[config.mk]
export PLATFORM = sky130hd
export DESIGN_NAME = codec_serial_slave_flat
export DESIGN_NICKNAME = d
export VERILOG_FILES = /design/src/rtl/codec_serial_slave_if.sv /design/src/rtl/codec_serial_slave.sv /design/src/flat_wrapper.sv
export SDC_FILE = /design/constraint.sdc
export NUM_CORES = 1
export LEC_CHECK = 0
export CORE_ASPECT_RATIO = 1.5
export CORE_MARGIN = 8
export CORE_UTILIZATION = 53
export DETAILED_ROUTE_END_ITERATION = 10
export PLACE_DENSITY = 0.77
export REMOVE_ABC_BUFFERS = 1
export SLEW_MARGIN = 5
export SYNTH_ARGS = -nofsm -noshare
export SYNTH_HDL_FRONTEND = slang
export SYNTH_SLANG_ARGS = --single-unit
[constraint.sdc]
create_clock -name clk -period 5.7 [get_ports clk]
set_clock_uncertainty 0.1 [all_clocks]
set_input_delay 1.71 -clock clk [delete_from_list [all_inputs] [get_ports clk]]
set_output_delay 1.71 -clock clk [all_outputs]
set_load 0.01 [all_outputs]
[src/rtl/codec_serial_slave_if.sv]
// Serial audio link between the core's codec port and the CODEC stand-in.
// Carries the I2S-style pins plus the parallel sample/handshake side.
interface codec_serial_slave_if #(
  parameter int SAMPLE_W = 16
);
  logic                RSTn;
  logic                SCLK;
  logic                LRCLK;
  logic                SDin;
  logic                SDout;
  logic [SAMPLE_W-1:0] lft_tx;
  logic [SAMPLE_W-1:0] rht_tx;
  logic                tx_ack;
  logic [SAMPLE_W-1:0] lft_rx;
  logic [SAMPLE_W-1:0] rht_rx;
  logic                rx_valid;
  logic                frame_err;

  modport master (
    output RSTn, SCLK, LRCLK, SDin, lft_tx, rht_tx,
    input  SDout, tx_ack, lft_rx, rht_rx, rx_valid, frame_err
  );

  modport slave (
    input  RSTn, SCLK, LRCLK, SDin, lft_tx, rht_tx,
    output SDout, tx_ack, lft_rx, rht_rx, rx_valid, frame_err
  );
endinterface

[src/rtl/codec_serial_slave.sv]
// CODEC-side end of the I2S-style audio link. Oversamples SCLK/LRCLK/SDin on
// clk, deserializes left/right receive words and serializes transmit words
// onto SDout. Never clocks on SCLK.
//
//  state    | meaning
//  ---------+--------------------------------------------------------------
//  ST_IDLE  | after reset; waiting for an LRCLK edge into the left level
//  ST_LEFT  | left half-frame: receive/transmit the left word
//  ST_RIGHT | right half-frame: receive/transmit the right word
module codec_serial_slave #(
  parameter int   SAMPLE_W = 16,
  parameter logic LEFT_LVL = 1'b1
) (
  input logic                 clk,
  input logic                 rst_n,
  codec_serial_slave_if.slave bus
);

  localparam logic [1:0] ST_IDLE  = 2'd0;
  localparam logic [1:0] ST_LEFT  = 2'd1;
  localparam logic [1:0] ST_RIGHT = 2'd2;

  // bcnt counts SCLK rises in the half (saturating at SAMPLE_W+1),
  // fcnt counts SCLK falls that have driven a data bit (saturating at SAMPLE_W).
  localparam int BW = $clog2(SAMPLE_W + 2);
  localparam int FW = $clog2(SAMPLE_W + 1);
  localparam logic [BW-1:0] B_FULL = BW'(SAMPLE_W + 1);
  localparam logic [BW-1:0] B_LAST = BW'(SAMPLE_W);
  localparam logic [FW-1:0] F_END  = FW'(SAMPLE_W);

  logic [2:0]          sclk_q, lrclk_q, vld_q;
  logic [1:0]          sdin_q;
  logic                sync_ok, sclk_rise, sclk_fall, lr_edge, lr_left, sdin_s;
  logic [1:0]          state, state_nx;
  logic                frm_bad, half_err, rx_done;
  logic [BW-1:0]       bcnt, bcnt_cur;
  logic [FW-1:0]       fcnt, fcnt_cur;
  logic [SAMPLE_W-1:0] sh, lft_word, lft_hold, rht_hold, tx_word, tx_shl;
  logic                sdout_q, tx_ack_q, rx_valid_q, frame_err_q;
  logic [SAMPLE_W-1:0] lft_rx_q, rht_rx_q;

  // Two-flop synchronizers plus history stage; vld_q masks edges until the
  // history stage holds a real pin sample, so reset release never fakes an edge.
  always_ff @(posedge clk or negedge rst_n) begin
    if (!rst_n) begin
      sclk_q  <= '0;
      lrclk_q <= '0;
      sdin_q  <= '0;
      vld_q   <= '0;
    end else begin
      sclk_q  <= {sclk_q[1:0], bus.SCLK};
      lrclk_q <= {lrclk_q[1:0], bus.LRCLK};
      sdin_q  <= {sdin_q[0], bus.SDin};
      vld_q   <= {vld_q[1:0], 1'b1};
    end
  end

  assign sync_ok   = vld_q[2];
  assign sclk_rise = sync_ok &  sclk_q[1] & ~sclk_q[2];
  assign sclk_fall = sync_ok & ~sclk_q[1] &  sclk_q[2];
  assign lr_edge   = sync_ok & (lrclk_q[1] ^ lrclk_q[2]);
  assign lr_left   = (lrclk_q[1] == LEFT_LVL);
  assign sdin_s    = sdin_q[1];

  // An LRCLK edge restarts the half, so an SCLK edge in the same clk counts
  // as the first event of the new half.
  assign bcnt_cur = lr_edge ? '0 : bcnt;
  assign fcnt_cur = lr_edge ? '0 : fcnt;
  assign half_err = lr_edge && (state != ST_IDLE) && (bcnt < B_FULL);
  assign rx_done  = sclk_rise && (state_nx == ST_RIGHT) && (bcnt_cur == B_LAST);
  assign tx_shl   = tx_word << fcnt_cur;

  // Next half-frame and the word to serialize in it.
  always_comb begin
    state_nx = state;
    if (lr_edge) begin
      if (lr_left)
        state_nx = ST_LEFT;
      else if (state == ST_LEFT)
        state_nx = ST_RIGHT;
    end
    tx_word = rht_hold;
    if (lr_edge && lr_left)
      tx_word = bus.lft_tx;
    else if (state_nx == ST_LEFT)
      tx_word = lft_hold;
  end

  // FSM and frame-error tracking. RSTn comes from the master in this clk
  // domain and acts as a synchronous clear.
  always_ff @(posedge clk or negedge rst_n) begin
    if (!rst_n) begin
      state       <= ST_IDLE;
      frm_bad     <= 1'b0;
      frame_err_q <= 1'b0;
    end else if (!bus.RSTn) begin
      state       <= ST_IDLE;
      frm_bad     <= 1'b0;
      frame_err_q <= 1'b0;
    end else begin
      state       <= state_nx;
      frame_err_q <= half_err;
      if (lr_edge && lr_left)
        frm_bad <= 1'b0;
      else if (half_err && state == ST_LEFT)
        frm_bad <= 1'b1;
    end
  end

  // Receive: rise #1 is the delay slot, rises #2..#SAMPLE_W+1 shift SDin in;
  // both words publish together on the right word's last rise.
  always_ff @(posedge clk or negedge rst_n) begin
    if (!rst_n) begin
      bcnt       <= '0;
      sh         <= '0;
      lft_word   <= '0;
      lft_rx_q   <= '0;
      rht_rx_q   <= '0;
      rx_valid_q <= 1'b0;
    end else if (!bus.RSTn) begin
      bcnt       <= '0;
      sh         <= '0;
      lft_word   <= '0;
      lft_rx_q   <= '0;
      rht_rx_q   <= '0;
      rx_valid_q <= 1'b0;
    end else begin
      rx_valid_q <= 1'b0;
      if (state_nx == ST_IDLE)
        bcnt <= '0;
      else if (sclk_rise)
        bcnt <= (bcnt_cur == B_FULL) ? bcnt_cur : bcnt_cur + BW'(1);
      else
        bcnt <= bcnt_cur;
      if (sclk_rise && state_nx != ST_IDLE && bcnt_cur != '0 && bcnt_cur <= B_LAST)
        sh <= {sh[SAMPLE_W-2:0], sdin_s};
      if (lr_edge && !lr_left && state == ST_LEFT && !half_err)
        lft_word <= sh;
      if (rx_done && !frm_bad) begin
        lft_rx_q   <= lft_word;
        rht_rx_q   <= {sh[SAMPLE_W-2:0], sdin_s};
        rx_valid_q <= 1'b1;
      end
    end
  end

  // Transmit: samples latched on left entry; fall #k drives bit SAMPLE_W-k,
  // falls after the word drive 0.
  always_ff @(posedge clk or negedge rst_n) begin
    if (!rst_n) begin
      fcnt     <= '0;
      lft_hold <= '0;
      rht_hold <= '0;
      tx_ack_q <= 1'b0;
      sdout_q  <= 1'b0;
    end else if (!bus.RSTn) begin
      fcnt     <= '0;
      lft_hold <= '0;
      rht_hold <= '0;
      tx_ack_q <= 1'b0;
      sdout_q  <= 1'b0;
    end else begin
      tx_ack_q <= 1'b0;
      if (lr_edge && lr_left) begin
        lft_hold <= bus.lft_tx;
        rht_hold <= bus.rht_tx;
        tx_ack_q <= 1'b1;
      end
      if (state_nx == ST_IDLE) begin
        fcnt    <= '0;
        sdout_q <= 1'b0;
      end else if (sclk_fall) begin
        if (fcnt_cur == F_END) begin
          fcnt    <= fcnt_cur;
          sdout_q <= 1'b0;
        end else begin
          fcnt    <= fcnt_cur + FW'(1);
          sdout_q <= tx_shl[SAMPLE_W-1];
        end
      end else begin
        fcnt <= fcnt_cur;
      end
    end
  end

  assign bus.SDout     = sdout_q;
  assign bus.tx_ack    = tx_ack_q;
  assign bus.rx_valid  = rx_valid_q;
  assign bus.frame_err = frame_err_q;
  assign bus.lft_rx    = lft_rx_q;
  assign bus.rht_rx    = rht_rx_q;

endmodule

[src/flat_wrapper.sv]
// flat-port wrapper written by rule: the top's interface ports become plain ports
module codec_serial_slave_flat 
#(
  parameter int   SAMPLE_W = 16,
  parameter logic LEFT_LVL = 1'b1
)
  (clk, rst_n, bus_RSTn, bus_SCLK, bus_LRCLK, bus_SDin, bus_lft_tx, bus_rht_tx, bus_SDout, bus_tx_ack, bus_lft_rx, bus_rht_rx, bus_rx_valid, bus_frame_err);
  codec_serial_slave_if #(.SAMPLE_W(SAMPLE_W)) bus_i ();
  input logic clk;
  input logic rst_n;
  input wire logic [$bits(bus_i.RSTn)-1:0] bus_RSTn;
  input wire logic [$bits(bus_i.SCLK)-1:0] bus_SCLK;
  input wire logic [$bits(bus_i.LRCLK)-1:0] bus_LRCLK;
  input wire logic [$bits(bus_i.SDin)-1:0] bus_SDin;
  input wire logic [$bits(bus_i.lft_tx)-1:0] bus_lft_tx;
  input wire logic [$bits(bus_i.rht_tx)-1:0] bus_rht_tx;
  output wire logic [$bits(bus_i.SDout)-1:0] bus_SDout;
  output wire logic [$bits(bus_i.tx_ack)-1:0] bus_tx_ack;
  output wire logic [$bits(bus_i.lft_rx)-1:0] bus_lft_rx;
  output wire logic [$bits(bus_i.rht_rx)-1:0] bus_rht_rx;
  output wire logic [$bits(bus_i.rx_valid)-1:0] bus_rx_valid;
  output wire logic [$bits(bus_i.frame_err)-1:0] bus_frame_err;
  assign bus_i.RSTn = bus_RSTn;
  assign bus_i.SCLK = bus_SCLK;
  assign bus_i.LRCLK = bus_LRCLK;
  assign bus_i.SDin = bus_SDin;
  assign bus_i.lft_tx = bus_lft_tx;
  assign bus_i.rht_tx = bus_rht_tx;
  assign bus_SDout = bus_i.SDout;
  assign bus_tx_ack = bus_i.tx_ack;
  assign bus_lft_rx = bus_i.lft_rx;
  assign bus_rht_rx = bus_i.rht_rx;
  assign bus_rx_valid = bus_i.rx_valid;
  assign bus_frame_err = bus_i.frame_err;
  codec_serial_slave #(.SAMPLE_W(SAMPLE_W), .LEFT_LVL(LEFT_LVL)) u_core (.clk(clk), .rst_n(rst_n), .bus(bus_i));
endmodule
# After elaboration in Yosys (flattened, before gate mapping)
# Index checks and enable logic that the tools add are counted.
# Widths: inputs -> output; s select.
[word_totals]
reg_bits = 124
latchBits = 0
ram_bits = 0
rom_bits = 0
output_inout_bits = 36
wordCells = 103
mem_count = 0
[op_classes]
n_addsub = 2
n_mul = 0
div_mod_pow = 0
n_lt_le_gt_ge = 2
n_eq_ne = 12
shifts = 1
mux = 40
bitwise = 8
n_reduce_logical = 20
[op_table]
columns = ["cell", "count"]
rows = [
  ["$mux 16", 14],
  ["$mux 5", 10],
  ["$shl 16x5->16", 1],
  ["$eq 5x5->1 const B", 3],
  ["$logic_and 1x1->1", 13],
  ["$mux 1", 12],
  ["$add 5x1->5 const B", 2],
  ["$mux 2", 4],
  ["$ne 2x1->1 const B", 4],
  ["$ne 3x1->1 const B", 2],
  ["$and 1x1->1", 5],
  ["$le 5x5->1 const B", 1],
  ["$lt 5x5->1 const B", 1],
  ["$reduce_bool 5->1", 1],
  ["$eq 2x1->1 const B", 2],
  ["$reduce_bool 2->1", 2],
  ["$logic_not 1->1", 3],
  ["$eq 2x2->1 const B", 1],
  ["$logic_not 2->1", 1],
  ["$not 1->1", 2],
  ["$xor 1x1->1", 1],
]

# Logic depth before layout (Yosys ltp)
[logic_depth]
ltp_word = 12
ltp_mapped = 12
mapped_depth_nobuf = 9

# Least setup slack after synthesis
# Ideal clock, no wire load.
[synth_path]
kind = "input -> register"
startpoint = "input port bus_lft_tx[5]"
endpoint = "register u_core.sdout_q, in the netlist u_core.bus.SDout"
arrival_ns = 2.611
t_required_ns = 5.474
setup_slack_ns = 2.862
cell_stages = 6
path_cell_list = "o21ai_0 a21oi_1 a21oi_1 a21oi_1 o2111a_1 o32a_1"
[synth_between]
elab_chain_len = 6
[synth_lines]
columns = ["element", "line", "rtl"]
rows = [
  ["from (decl)", "flat_wrapper.sv:15", "input wire logic [$bits(bus_i.lft_tx)-1:0] bus_lft_tx;"],
  ["$mux 16", "codec_serial_slave.sv:83", "if (lr_edge && lr_left)"],
  ["$shl 16x5->16", "codec_serial_slave.sv:71", "assign tx_shl = tx_word << fcnt_cur;"],
  ["$mux 1", "codec_serial_slave.sv:173", "if (fcnt_cur == F_END) begin"],
  ["$mux 1", "codec_serial_slave.sv:172", "end else if (sclk_fall) begin"],
  ["$mux 1", "codec_serial_slave.sv:169", "if (state_nx == ST_IDLE) begin"],
  ["$mux 1", "codec_serial_slave.sv:156", "end else if (!bus.RSTn) begin"],
  ["to (signal assigned)", "codec_serial_slave.sv:178", "sdout_q <= tx_shl[SAMPLE_W-1];"],
  ["to (decl)", "codec_serial_slave.sv:39", "logic sdout_q, tx_ack_q, rx_valid_q, frame_err_q;"],
]
# No other way between the ends. The select of a mux whose other input is x is not followed.
# A chain may end at the register's enable or synchronous reset.

# Final worst setup path
[layout_path]
startpoint = "register u_core.lrclk_q[2]"
endpoint = "register u_core.rht_rx_q[13], in the netlist u_core.bus.rht_rx[13]"
[layout_between]
elab_chain_len = 8
elab_cells_between_ends = 10
cone_classes = "3 x eq/ne; 2 x mux; 2 x bitwise; 3 x reduce/logical"
[layout_lines]
columns = ["element", "line", "rtl"]
rows = [
  ["from (decl)", "codec_serial_slave.sv:31", "logic [2:0] sclk_q, lrclk_q, vld_q;"],
  ["from (signal assigned)", "codec_serial_slave.sv:52", "lrclk_q <= {lrclk_q[1:0], bus.LRCLK};"],
  ["$xor 1x1->1 (*)", "codec_serial_slave.sv:61", "assign lr_edge = sync_ok & (lrclk_q[1] ^ lrclk_q[2]);"],
  ["$and 1x1->1 (*)", "codec_serial_slave.sv:61", ""],
  ["$mux 2", "codec_serial_slave.sv:76", "if (lr_edge) begin"],
  ["$eq 2x2->1", "codec_serial_slave.sv:70", "assign rx_done = sclk_rise && (state_nx == ST_RIGHT) && (bcnt_cur == B_LAST);"],
  ["$logic_and 1x1->1", "codec_serial_slave.sv:70", ""],
  ["$logic_and 1x1->1 (*)", "codec_serial_slave.sv:70", ""],
  ["$logic_and 1x1->1 (*)", "codec_serial_slave.sv:139", "if (rx_done && !frm_bad) begin"],
  ["$ne 2x1->1 (no source line) (*)", "--", ""],
  ["to (signal assigned)", "codec_serial_slave.sv:141", "rht_rx_q <= {sh[SAMPLE_W-2:0], sdin_s};"],
  ["to (decl)", "codec_serial_slave.sv:40", "logic [SAMPLE_W-1:0] lft_rx_q, rht_rx_q;"],
]
# Every way passes the cells marked *; elsewhere a longest branch is shown, timed or not.

==> qor.yml <==
ios: 74
seq_area_frac_synth_pct: 55.9
yosys_warnings: 0
grt_overflow: 0
place_inst: 762
num_vias: 4412
grt_setup_unrepaired: "no"
syn_avg_cell_area_sq_um: 9.66
cp_max_fo: 32
hold_path_depth: 0
ctsHoldBuffers: 0
area_growth_pct: 24.8
hold_start: "u_core.vld_q[0]$_DFF_PN0_"
setup_viol_count_final: 0
dr.pass1.iters: 5
peakVddDrop_mv: 0.251
highest_layer: "met4"
clockPowerShare_pct: 50.1
status: "completed"
power.switching_fraction_pct: 23.6
async_reset_ff_share_pct: 100
wl_met2_microns: 6980
worstPathArrival_ns: 3.75
max-cap-violations: 0
p_leak_nw: 3.02
layout_commonest_cell: "nand2_1"
finalCritPeriodShare_pct: 62.1
slew_violations: 0
insertion_delay_ns: 0.41
die_x_microns: 99.6
postRouteAntennaNets: 0
cts_tree: "yes"
core.rowCount: 46
coreArea_sq_um: 10400
cts_setup_buffers: 0
cts_max_path_buffers: 2
r2r-start: "u_core.lrclk_q[2]$_DFF_PN0_"
power.density_nw_per_um2: 293
tightestPinTransition_ns: 1.19
intPower_w: 0.00155
power_frac_comb_pct: 5.4
drt_iter0_drc: 207
drive_gt1_share_pct: 8.46
synth_edf_count: 0
port_buffers: 73
wl_met3_microns: 664
post_cts_resized: 0
hpwl_microns: 8670
syn_area_sq_um: 5550
grt_first_pass_wirelength_microns: 22000
min_period_ns: 3.54
start_kind: "flip-flop"
antenna_found_initial: 0
routedWlPerCell_microns: 16.6
final_nets: 680
drt-met1-wl_microns: 5280
layout_common_cells: "nand2_1, dfrtp_1, a21oi_1"
htreeDepth: 4
cts-root-buf: "clkbuf_16"
place_congestion: 0.897
relSlewSlack_pct: 21.0
endpoint_kind: "flip-flop"
reg2reg_depth: 8
synth-seq-cells: 124
required_ns: 5.91
worst_slack_ns: 2.16
via_per_inst: 5.56
track_usage_pct: 19.6
pre_cts_slack_ns: 2.21
syn_inst: 575
dieArea_sq_um: 14100
max_freq_mhz: 283
diodes: 0
grt_max_degree: 102
synthDistinctLibCells: 53
clk_pin_slew_ns: 0.06
start_util_pct: 53.3
switchingPower_w: 0.000480
fp.dieH_microns: 141
finalSetupTns_ns: 0
seqPwrFrac_pct: 44.4
crit_type: "reg2reg"
r2r-end: "u_core.bus.rht_rx[13]$_DFFE_PN0P_"
whs_ns: 0.248
whs_endpoint: "u_core.vld_q[1]$_DFF_PN0_"
final_cell_count_no_fill: 794
cts_sinks: 124
hold_class: "reg2reg"
nFillCells: 800
report.final.hold_viol_count: 0
drc: 0
numCtsBuffers: 17
synth_ff_type: "dfrtp_1"
grt_pass1_vias: 4568
routed_wl_microns: 13200
ff2ff_setup_slack_ns: 2.16
[cells in the mapped netlist, types with 2 or more instances]
library cell | count | area [sq um]
mux4_2 | 4 | 90.1
and2_1 | 2 | 12.5
buf_2 | 6 | 30.0
nor2_1 | 54 | 203
a31oi_1 | 3 | 18.8
a221oi_1 | 3 | 26.3
nand2_1 | 146 | 548
ha_1 | 5 | 62.6
mux2i_1 | 34 | 340
dfrtp_1 | 124 | 3100
nor3_1 | 5 | 25.0
a21oi_1 | 77 | 385
clkbuf_1 | 26 | 97.6
buf_4 | 2 | 15.0
a211oi_1 | 2 | 15.0
mux2_2 | 2 | 22.5
nor2_4 | 2 | 22.5
nand2b_1 | 3 | 18.8
a22oi_1 | 2 | 15.0
nand3b_1 | 3 | 22.5
nand3_1 | 3 | 15.0
xor2_1 | 5 | 43.8
and3_1 | 3 | 18.8
inv_1 | 8 | 30.0
o21ai_0 | 14 | 70.1
nand4_1 | 6 | 37.5
nor2b_1 | 4 | 25.0
o2111a_1 | 2 | 22.5
[critical path, stage by stage, from the launching register on]
cell and delay, ns:
dfrtp_1 0.62, xor2_1 0.22, nand2_1 0.31, nand2_1 0.25, ha_1 0.24, nor3b_1 0.30
and3_1 1.00, nand2_1 0.16, a21oi_1 0.22
[sequential cells by signal, summed over array words and instances, names as in the netlist]
name and flops:
u_core.state 2, u_core.bcnt 5, u_core.sdin_q 2, u_core.bus.SDout 1, u_core.bus.frame_err 1, u_core.lft_word 16, u_core.bus.rx_valid 1, u_core.fcnt 5
u_core.sh 16, u_core.bus.rht_rx 16, u_core.bus.tx_ack 1, u_core.vld_q 3, u_core.bus.lft_rx 16, u_core.sclk_q 3, u_core.frm_bad 1, u_core.lrclk_q 3
u_core.lft_hold 16, u_core.rht_hold 16
[through the flow]
stage,utilization [%],total power (W),area (sq um)
6_report,66.6,0.00204,6930
4_1_cts,66.5,0.00205,6930
3_3_place_gp,61.0,0.00103,6360
5_1_grt,66.6,0.00211,6930
2_1_floorplan,-,0.000966,5410
3_5_place_dp,61.0,0.00103,6360
[power by group through the flow]
stage          Clock [W]  Combinational, W  Sequential [W]
5_1_grt          0.00108          0.000123        0.000905
2_1_floorplan          0         0.0000492        0.000916
3_5_place_dp           0          0.000111        0.000919
4_1_cts          0.00104          0.000112        0.000904
6_report         0.00102          0.000111        0.000904
3_3_place_gp           0          0.000109        0.000918
[cells by family after synthesis]
group	Yosys count	synth area share, %
AOI/OAI and AO/OA	117	12.3
and+or+nand+nor	240	18.4
adders and majority gates	5	1.13
buffers and inverters	42	3.11
DFF	124	55.9
xor gates and xnor gates	6	0.946
muxes	40	8.16
other	1	0.0675
[layout make-up]
| type | count | area, sq um | share of cell area, % |
|---|---|---|---|
| clock inverters | 14 | 134 | 1.93 |
| repair buffers | 77 | 758 | 10.9 |
| multi-input cells | 409 | 2290 | 33.0 |
| inverters | 8 | 30.0 | 0.433 |
| well taps | 144 | 180 | 2.60 |
| clock buffers | 18 | 439 | 6.33 |
| flip-flops and latches | 124 | 3100 | 44.7 |
[how the worst max path moves through the flow]
stage	endpoint	start	slack, ns	cells past startpoint
2_1_floorplan	u_core.frm_bad$_DFFE_PN0P_	bus_RSTn	2.11	2
6_report	u_core.bus.rht_rx[13]$_DFFE_PN0P_	u_core.lrclk_q[2]$_DFF_PN0_	2.16	8
3_3_place_gp	u_core.bus.SDout$_DFFE_PN0P_	bus_lft_tx[5]	2.27	7
3_5_place_dp	u_core.bus.rht_rx[13]$_DFFE_PN0P_	u_core.lrclk_q[2]$_DFF_PN0_	2.21	8
5_1_grt	u_core.bus.rht_rx[13]$_DFFE_PN0P_	u_core.lrclk_q[2]$_DFF_PN0_	1.77	8
4_1_cts	u_core.bus.rht_rx[13]$_DFFE_PN0P_	u_core.lrclk_q[2]$_DFF_PN0_	2.08	8
[per-layer routing]
metal | track usage, % | vias to the layer above
li1 | - | 2068
met1 | 21.8 | 2189
met2 | 33.9 | 135
met3 | 5.74 | 20
met4 | 8.65 | 0
met5 | 0 | -
Power figures use the tool's default switching activity.
